### src/rtl/clkdiv_pkg.sv
// Shared types and constants for the clock divider controller.
package clkdiv_pkg;

    // Controller states. DRAIN holds an accepted ratio until the period ends;
    // STOP finishes the current period after the run request has dropped.
    typedef enum logic [1:0] {
        IDLE  = 2'd0,
        RUN   = 2'd1,
        DRAIN = 2'd2,
        STOP  = 2'd3
    } state_t;

    // Smallest divide ratio that still yields a real high and low phase.
    localparam int unsigned MIN_DIV = 2;

endpackage

### src/rtl/clkdiv_if.sv
// Configuration handshake between a ratio producer and the divider controller.
//
// Handshake: a ratio transfers on a rising clk edge where cfg_valid and
// cfg_ready are both high. cfg_ready never depends on cfg_valid. The producer
// holds cfg_div stable while cfg_valid is high and the ratio has not been
// taken. cfg_err pulses for one cycle, the cycle after a transfer whose
// ratio was rejected.
interface clkdiv_if #(
    parameter int WIDTH = 8
);
    logic             cfg_valid;
    logic [WIDTH-1:0] cfg_div;
    logic             cfg_ready;
    logic             cfg_err;

    modport master (
        output cfg_valid,
        output cfg_div,
        input  cfg_ready,
        input  cfg_err
    );

    modport slave (
        input  cfg_valid,
        input  cfg_div,
        output cfg_ready,
        output cfg_err
    );
endinterface

### src/rtl/clkdiv_core.sv
// Period counter, active ratio register and duty compare. Outputs are
// registered and computed from next-cycle values, so divided_clk and tick
// line up with the counter value they describe.
module clkdiv_core #(
    parameter int WIDTH       = 8,
    parameter int DEFAULT_DIV = 5
) (
    input  logic             clk,
    input  logic             reset,       // asynchronous, active-low
    input  logic [WIDTH-1:0] div,         // ratio to take when load is high
    input  logic             run,         // counter is active next cycle
    input  logic             load,        // replace the active ratio next cycle
    output logic             divided_clk,
    output logic             tick,
    output logic             wrap         // this cycle is the last of the period
);

    localparam logic [WIDTH-1:0] ONE   = {{(WIDTH-1){1'b0}}, 1'b1};
    localparam logic [WIDTH:0]   ONE_W = {{WIDTH{1'b0}}, 1'b1};

    logic [WIDTH-1:0] cnt_q, cnt_d;
    logic [WIDTH-1:0] div_q, div_d;
    logic             run_q;
    logic             dclk_q, dclk_d;
    logic             tick_q, tick_d;
    logic [WIDTH:0]   half_d;

    assign wrap        = run_q && (cnt_q == (div_q - ONE));
    assign divided_clk = dclk_q;
    assign tick        = tick_q;

    // Next counter, ratio and registered output values.
    always_comb begin
        div_d  = load ? div : div_q;
        cnt_d  = '0;
        if (run && run_q && !wrap) begin
            cnt_d = cnt_q + ONE;
        end
        // High phase is ceil(div/2); the extra bit keeps div+1 from overflowing.
        half_d = ({1'b0, div_d} + ONE_W) >> 1;
        dclk_d = run && ({1'b0, cnt_d} < half_d);
        tick_d = run && (cnt_d == '0);
    end

    // Counter and output registers.
    always_ff @(posedge clk or negedge reset) begin
        if (!reset) begin
            cnt_q  <= '0;
            div_q  <= WIDTH'(DEFAULT_DIV);
            run_q  <= 1'b0;
            dclk_q <= 1'b0;
            tick_q <= 1'b0;
        end else begin
            cnt_q  <= cnt_d;
            div_q  <= div_d;
            run_q  <= run;
            dclk_q <= dclk_d;
            tick_q <= tick_d;
        end
    end

endmodule

### src/rtl/clkdiv_ctrl.sv
// Clock divider controller: run/stop FSM and ratio handshake around
// clkdiv_core. Ratio changes are deferred to a period boundary so the
// divided clock never shows a truncated phase.
module clkdiv_ctrl
    import clkdiv_pkg::*;
#(
    parameter int WIDTH       = 8,
    parameter int DEFAULT_DIV = 5
) (
    input  logic     clk,
    input  logic     reset,        // asynchronous, active-low
    input  logic     en,
    clkdiv_if.slave  cfg,
    output logic     divided_clk,
    output logic     tick,
    output logic     busy,
    output state_t   dbg_state
);

    state_t           state_q, state_d;
    logic [WIDTH-1:0] pend_q, pend_d;
    logic [WIDTH-1:0] load_val;
    logic             err_q, err_d;
    logic             alive_q;
    logic             ready;
    logic             xfer;
    logic             legal;
    logic             load;
    logic             run_next;
    logic             wrap;

    // alive_q holds ready low until the first edge after reset release.
    assign ready    = alive_q && ((state_q == IDLE) || (state_q == RUN));
    assign xfer     = cfg.cfg_valid && ready;
    assign legal    = cfg.cfg_div >= WIDTH'(MIN_DIV);
    assign run_next = (state_d != IDLE);

    assign cfg.cfg_ready = ready;
    assign cfg.cfg_err   = err_q;
    assign busy          = (state_q != IDLE);
    assign dbg_state     = state_q;

    // Next-state, pending ratio, load strobe and reject pulse.
    always_comb begin
        state_d  = state_q;
        pend_d   = pend_q;
        load     = 1'b0;
        load_val = cfg.cfg_div;
        err_d    = 1'b0;
        case (state_q)
            IDLE: begin
                if (xfer) begin
                    if (legal) load  = 1'b1;
                    else       err_d = 1'b1;
                end
                if (en) state_d = RUN;
            end
            RUN: begin
                if (xfer && !legal) err_d = 1'b1;
                if (xfer && legal) begin
                    // en is re-examined at the boundary in DRAIN.
                    pend_d  = cfg.cfg_div;
                    state_d = DRAIN;
                end else if (!en) begin
                    state_d = wrap ? IDLE : STOP;
                end
            end
            DRAIN: begin
                if (wrap) begin
                    load     = 1'b1;
                    load_val = pend_q;
                    pend_d   = '0;
                    state_d  = en ? RUN : IDLE;
                end
            end
            STOP: begin
                if (en)        state_d = RUN;
                else if (wrap) state_d = IDLE;
            end
            default: state_d = IDLE;
        endcase
    end

    // State, pending ratio and handshake registers.
    always_ff @(posedge clk or negedge reset) begin
        if (!reset) begin
            state_q <= IDLE;
            pend_q  <= '0;
            err_q   <= 1'b0;
            alive_q <= 1'b0;
        end else begin
            state_q <= state_d;
            pend_q  <= pend_d;
            err_q   <= err_d;
            alive_q <= 1'b1;
        end
    end

    clkdiv_core #(
        .WIDTH       (WIDTH),
        .DEFAULT_DIV (DEFAULT_DIV)
    ) u_core (
        .clk         (clk),
        .reset       (reset),
        .div         (load_val),
        .run         (run_next),
        .load        (load),
        .divided_clk (divided_clk),
        .tick        (tick),
        .wrap        (wrap)
    );

endmodule
### src/flat_wrapper.sv
// flat-port wrapper written by rule: the top's interface ports become plain ports
module clkdiv_ctrl_flat import clkdiv_pkg::*;
#(
    parameter int WIDTH       = 8,
    parameter int DEFAULT_DIV = 5
)
  (clk, reset, en, divided_clk, tick, busy, dbg_state, cfg_cfg_valid, cfg_cfg_div, cfg_cfg_ready, cfg_cfg_err);
  clkdiv_if #(.WIDTH(WIDTH)) cfg_i ();
  input  logic clk;
  input  logic reset;
  input  logic en;
  output logic divided_clk;
  output logic tick;
  output logic busy;
  output state_t dbg_state;
  input wire logic [$bits(cfg_i.cfg_valid)-1:0] cfg_cfg_valid;
  input wire logic [$bits(cfg_i.cfg_div)-1:0] cfg_cfg_div;
  output wire logic [$bits(cfg_i.cfg_ready)-1:0] cfg_cfg_ready;
  output wire logic [$bits(cfg_i.cfg_err)-1:0] cfg_cfg_err;
  assign cfg_i.cfg_valid = cfg_cfg_valid;
  assign cfg_i.cfg_div = cfg_cfg_div;
  assign cfg_cfg_ready = cfg_i.cfg_ready;
  assign cfg_cfg_err = cfg_i.cfg_err;
  clkdiv_ctrl #(.WIDTH(WIDTH), .DEFAULT_DIV(DEFAULT_DIV)) u_core (.clk(clk), .reset(reset), .en(en), .cfg(cfg_i), .divided_clk(divided_clk), .tick(tick), .busy(busy), .dbg_state(dbg_state));
endmodule
### config.mk
export PLATFORM = sky130hd
export DESIGN_NAME = clkdiv_ctrl_flat
export DESIGN_NICKNAME = d
export VERILOG_FILES = /design/src/rtl/clkdiv_pkg.sv /design/src/rtl/clkdiv_if.sv /design/src/rtl/clkdiv_core.sv /design/src/rtl/clkdiv_ctrl.sv /design/src/flat_wrapper.sv
export SDC_FILE = /design/constraint.sdc
export NUM_CORES = 1
export LEC_CHECK = 0
export ABC_AREA = 1
export BUFFER_PORTS_ARGS = -buffer_cell sky130_fd_sc_hd__buf_2
export CAP_MARGIN = 10
export CORE_MARGIN = 4
export CORE_UTILIZATION = 48
export DETAILED_ROUTE_END_ITERATION = 8
export GPL_TIMING_DRIVEN = 0
export PLACE_DENSITY = 0.69
export REMOVE_ABC_BUFFERS = 1
export SLEW_MARGIN = 20
export SYNTH_ARGS = -nofsm -noshare
export SYNTH_HDL_FRONTEND = slang
export SYNTH_HIERARCHICAL = 1
export SYNTH_SLANG_ARGS = --single-unit
### constraint.sdc
create_clock -name clk -period 3.6 [get_ports clk]
set_clock_uncertainty 0.15 [all_clocks]
set_input_delay 0.36 -clock clk [delete_from_list [all_inputs] [get_ports clk]]
set_output_delay 0.36 -clock clk [all_outputs]
set_load 0.1 [all_outputs]
==> results.md <==
- Reg clk slew, reported paths: 0.07 ns
- Outcome: finished, violations left
- Minimum clock period: 3.61 ns
- Starting density of the core: 0.501
- P_leak: 1.53 nW
- Yosys cell types: 30
- Final Core Density: 0.623
- Slew Viols, Final: 0
- Ant. Diodes: 0
- Cell Pwr Density: 828 nW/um^2
- Fillers: 382
- Grt ovf: 0
- Setup crit start: u_core/u_core/div_q[0]
- Row Count: 24
- Fraction of layout cells with a size suffix above 1: 0.245
- Post-Layout Cell Count: 419
- Maximum VDD drop: 0.437 mV
- Tcrit/Tclk final: 1.00
- Average wire per standard cell: 12.0 um
- Initial antenna violation count: 0
- TritonCTS clock tree: built
- CTS root buf: clkbuf_8
- DR DRC count: 0
- Worst slew margin: 0.545
- CP max FO: 6
- RSZ-0062 raised after global routing: true
- GR Util All Layers: 0.195
- Synth warnings: 6
- Kind of critical path: reg2reg
- Synthesis-stage register bit count: 31
- Final setup margin: -0.00981 ns
- Largest net degree at the start of global routing: 32
- CTS H-Tree Depth: 2
- CP startpoint kind: flip-flop
- Syn-to-layout area delta: 24.3%
- Die area: 5720 sq um
- Post-place setup slack: -0.988 ns
- DP Cell Count: 389
- Async SR Flop Fraction: 1.00
- # port buffers: 18
- Slew @ Worst Pin: 0.683 ns
- Hold_ws: 0.256 ns
- Final hold vios: 0
- Ys flop type: dfrtp_1
- IO Pins: 19
- Number of synthesized flops with an enable pin: 0
- Max Cap Viol: 0
- Initial DRC Count: 87
- FF-to-FF End: u_core/u_core/divided_clk
- Post-DP HPWL: 3570 um
- Crit path DAT: 3.64 ns
- FF-to-FF Start: u_core/u_core/div_q[0]
- Sequential share of the synthesized area: 0.354
- Via count: 1,996
- Worst setup endpoint: u_core/u_core/divided_clk
- Via density: 4.76
- Clk Latency, worst-skew pair: 0.29 ns
- ANT nets after route: 0
- First-pass GRT wire length: 8280 um
- Reg2reg path depth: 28
- Syn Std Cell Area: 2200 sq um
- Clk sinks: 31
- Die Y: 75.6 um
- Type of the most critical hold path: in2reg
- Violated checks: negative setup slack
- Final #Nets: 388
- Reg-to-reg slack, setup: -0.01 ns
- Setup crit end kind: flip-flop
- Vias in the first global route: 1,894
- Slowest-stage cell, CP: dfstp_2
- CP required: 3.63 ns
- Post-Route WL: 5040 um
- Worst path max stage delay: 0.56 ns
- Pre-antenna DRT Iters: 4
- Core Region: 4380 sq um
- Most frequent CP cell: nand2_1
- Num CTS Buffers: 5
- RD Place Congestion: 0.838
- Setup Viol. Count Final: 1
- Avg Cell Area, Syn: 6.84 sq um
- Clk buf depth: 2
- Die W: 75.6 um
- Mapped Cells: 321
- FMAX: 0.277 GHz
==> worst min path at each step <==
stage,start,endpoint,slack [ns],depth (start not counted)
floorplan,reset,u_core/alive_q,-0.09,0
global route,cfg_cfg_div[5],u_core/pend_q[5],0.28,5
CTS,en,u_core/dbg_state[0],0.25,5
detailed placement,reset,u_core/pend_q[5],0.30,1
global placement,reset,u_core/pend_q[3],0.29,1
finish,cfg_cfg_div[4],u_core/pend_q[4],0.26,5
==> flip-flops by register name (all words and copies together), names as in the netlist <==
| signal | cells |
|---|---|
| u_core/pend_q | 8 |
| u_core/u_core/cnt_q | 8 |
| u_core/u_core/div_q | 8 |
| u_core/dbg_state | 2 |
| u_core/alive_q | 1 |
| u_core/cfg.cfg_err | 1 |
| u_core/u_core/divided_clk | 1 |
| u_core/u_core/run_q | 1 |
| u_core/u_core/tick | 1 |
==> cells in the mapped netlist, types with 2 or more instances <==
library cell,n,share of area
dfrtp_1,29,0.33
inv_1,58,0.099
nand4_1,3,0.0085
nand3_1,19,0.043
nor2_2,5,0.014
nand2_4,3,0.015
xor2_1,9,0.036
nor3_1,2,0.0046
o21ai_0,17,0.039
nor2_1,39,0.067
nand2_1,94,0.16
inv_2,6,0.010
a21oi_1,7,0.016
dfstp_2,2,0.024
nand2_2,3,0.0085
ha_1,10,0.057
xnor2_1,2,0.0080
==> power breakdown <==
part	total, W	internal (W)	switching (W)
registers	0.000618	0.000489	0.000128
logic	0.00134	0.000469	0.000867
clock network	0.000308	0.000174	0.000133
==> layout by cell type (no fill, tap or decap), drive strengths merged <==
cell type and instances:
nand2 100, inv 65, nor2 45, buf 38, dfrtp 29, nand3 21
o21ai 20, ha 10, xor2 9, clkbuf 8, a21oi 8, nand4 3
xnor2 2, dfstp 2, nor3 2, dlygate4sd3 1, and3 1, conb 1
nand3b 1, mux2 1
==> per-stage QoR <==
step | setup TNS, ns | total power [W] | instance area, sq um
finish | -0.00981 | 0.00226 | 2730
global route | -0.195 | 0.00245 | 2730
CTS | -0.0217 | 0.00220 | 2630
detailed placement | -0.988 | 0.00175 | 2330
global placement | -1.06 | 0.00171 | 2330
floorplan | -0.613 | 0.00152 | 2180
==> area by class of cell <==
cell class / count / area, sq um / area share
Clock buffer: 8 / 100 / 0.0367
Timing Repair Buffer: 39 / 270 / 0.0990
Tap cell: 52 / 65.1 / 0.0238
Sequential cell: 31 / 778 / 0.285
Inverter: 65 / 256 / 0.0940
Multi-Input combinational cell: 224 / 1260 / 0.462
==> routing by layer <==
| metal | share of wire | GRT usage | routed length, um |
|---|---|---|---|
| met1 | 0.46 | 0.239 | 2330 |
| met2 | 0.49 | 0.340 | 2470 |
| met3 | 0.028 | 0.0409 | 140 |
| met4 | 0.018 | 0.0660 | 93 |
| met5 | 0 | 0 | 0 |
==> kinds of logic (layout without fill, tap and decap cells) <==
group	Yosys count	count (layout)	synth area share
AO/OA/AOI/OAI	27	28	0.0650
XOR/XNOR	11	11	0.0439
adder cells (fa/ha/maj)	10	10	0.0570
buffers and inverters	67	112	0.121
flip-flops	31	31	0.354
multiplexers	1	1	0.00513
other	1	1	0.00171
AND/OR/NAND/NOR	173	173	0.352
==> critical path: cells and delay by family (launching register included) <==
kind / cells / cell delay, ns
xor gates and xnor gates: 1 / 0.14
and+or+nand+nor: 13 / 1.12
AOI/OAI and AO/OA: 3 / 0.23
DFF: 1 / 0.56
adders and majority gates: 2 / 0.47
buffers and inverters: 9 / 0.81
==> repair_timing <==
action,in CTS,in global routing
hold buffers,1,0
endpoints found under the setup margin,1,1
buffers inserted,13,7
pin swaps,14,9
gates resized for setup,21,13
endpoints found under the hold margin,29,0
cloned,1,0
No activity file was read; power rests on OpenSTA's default activity.
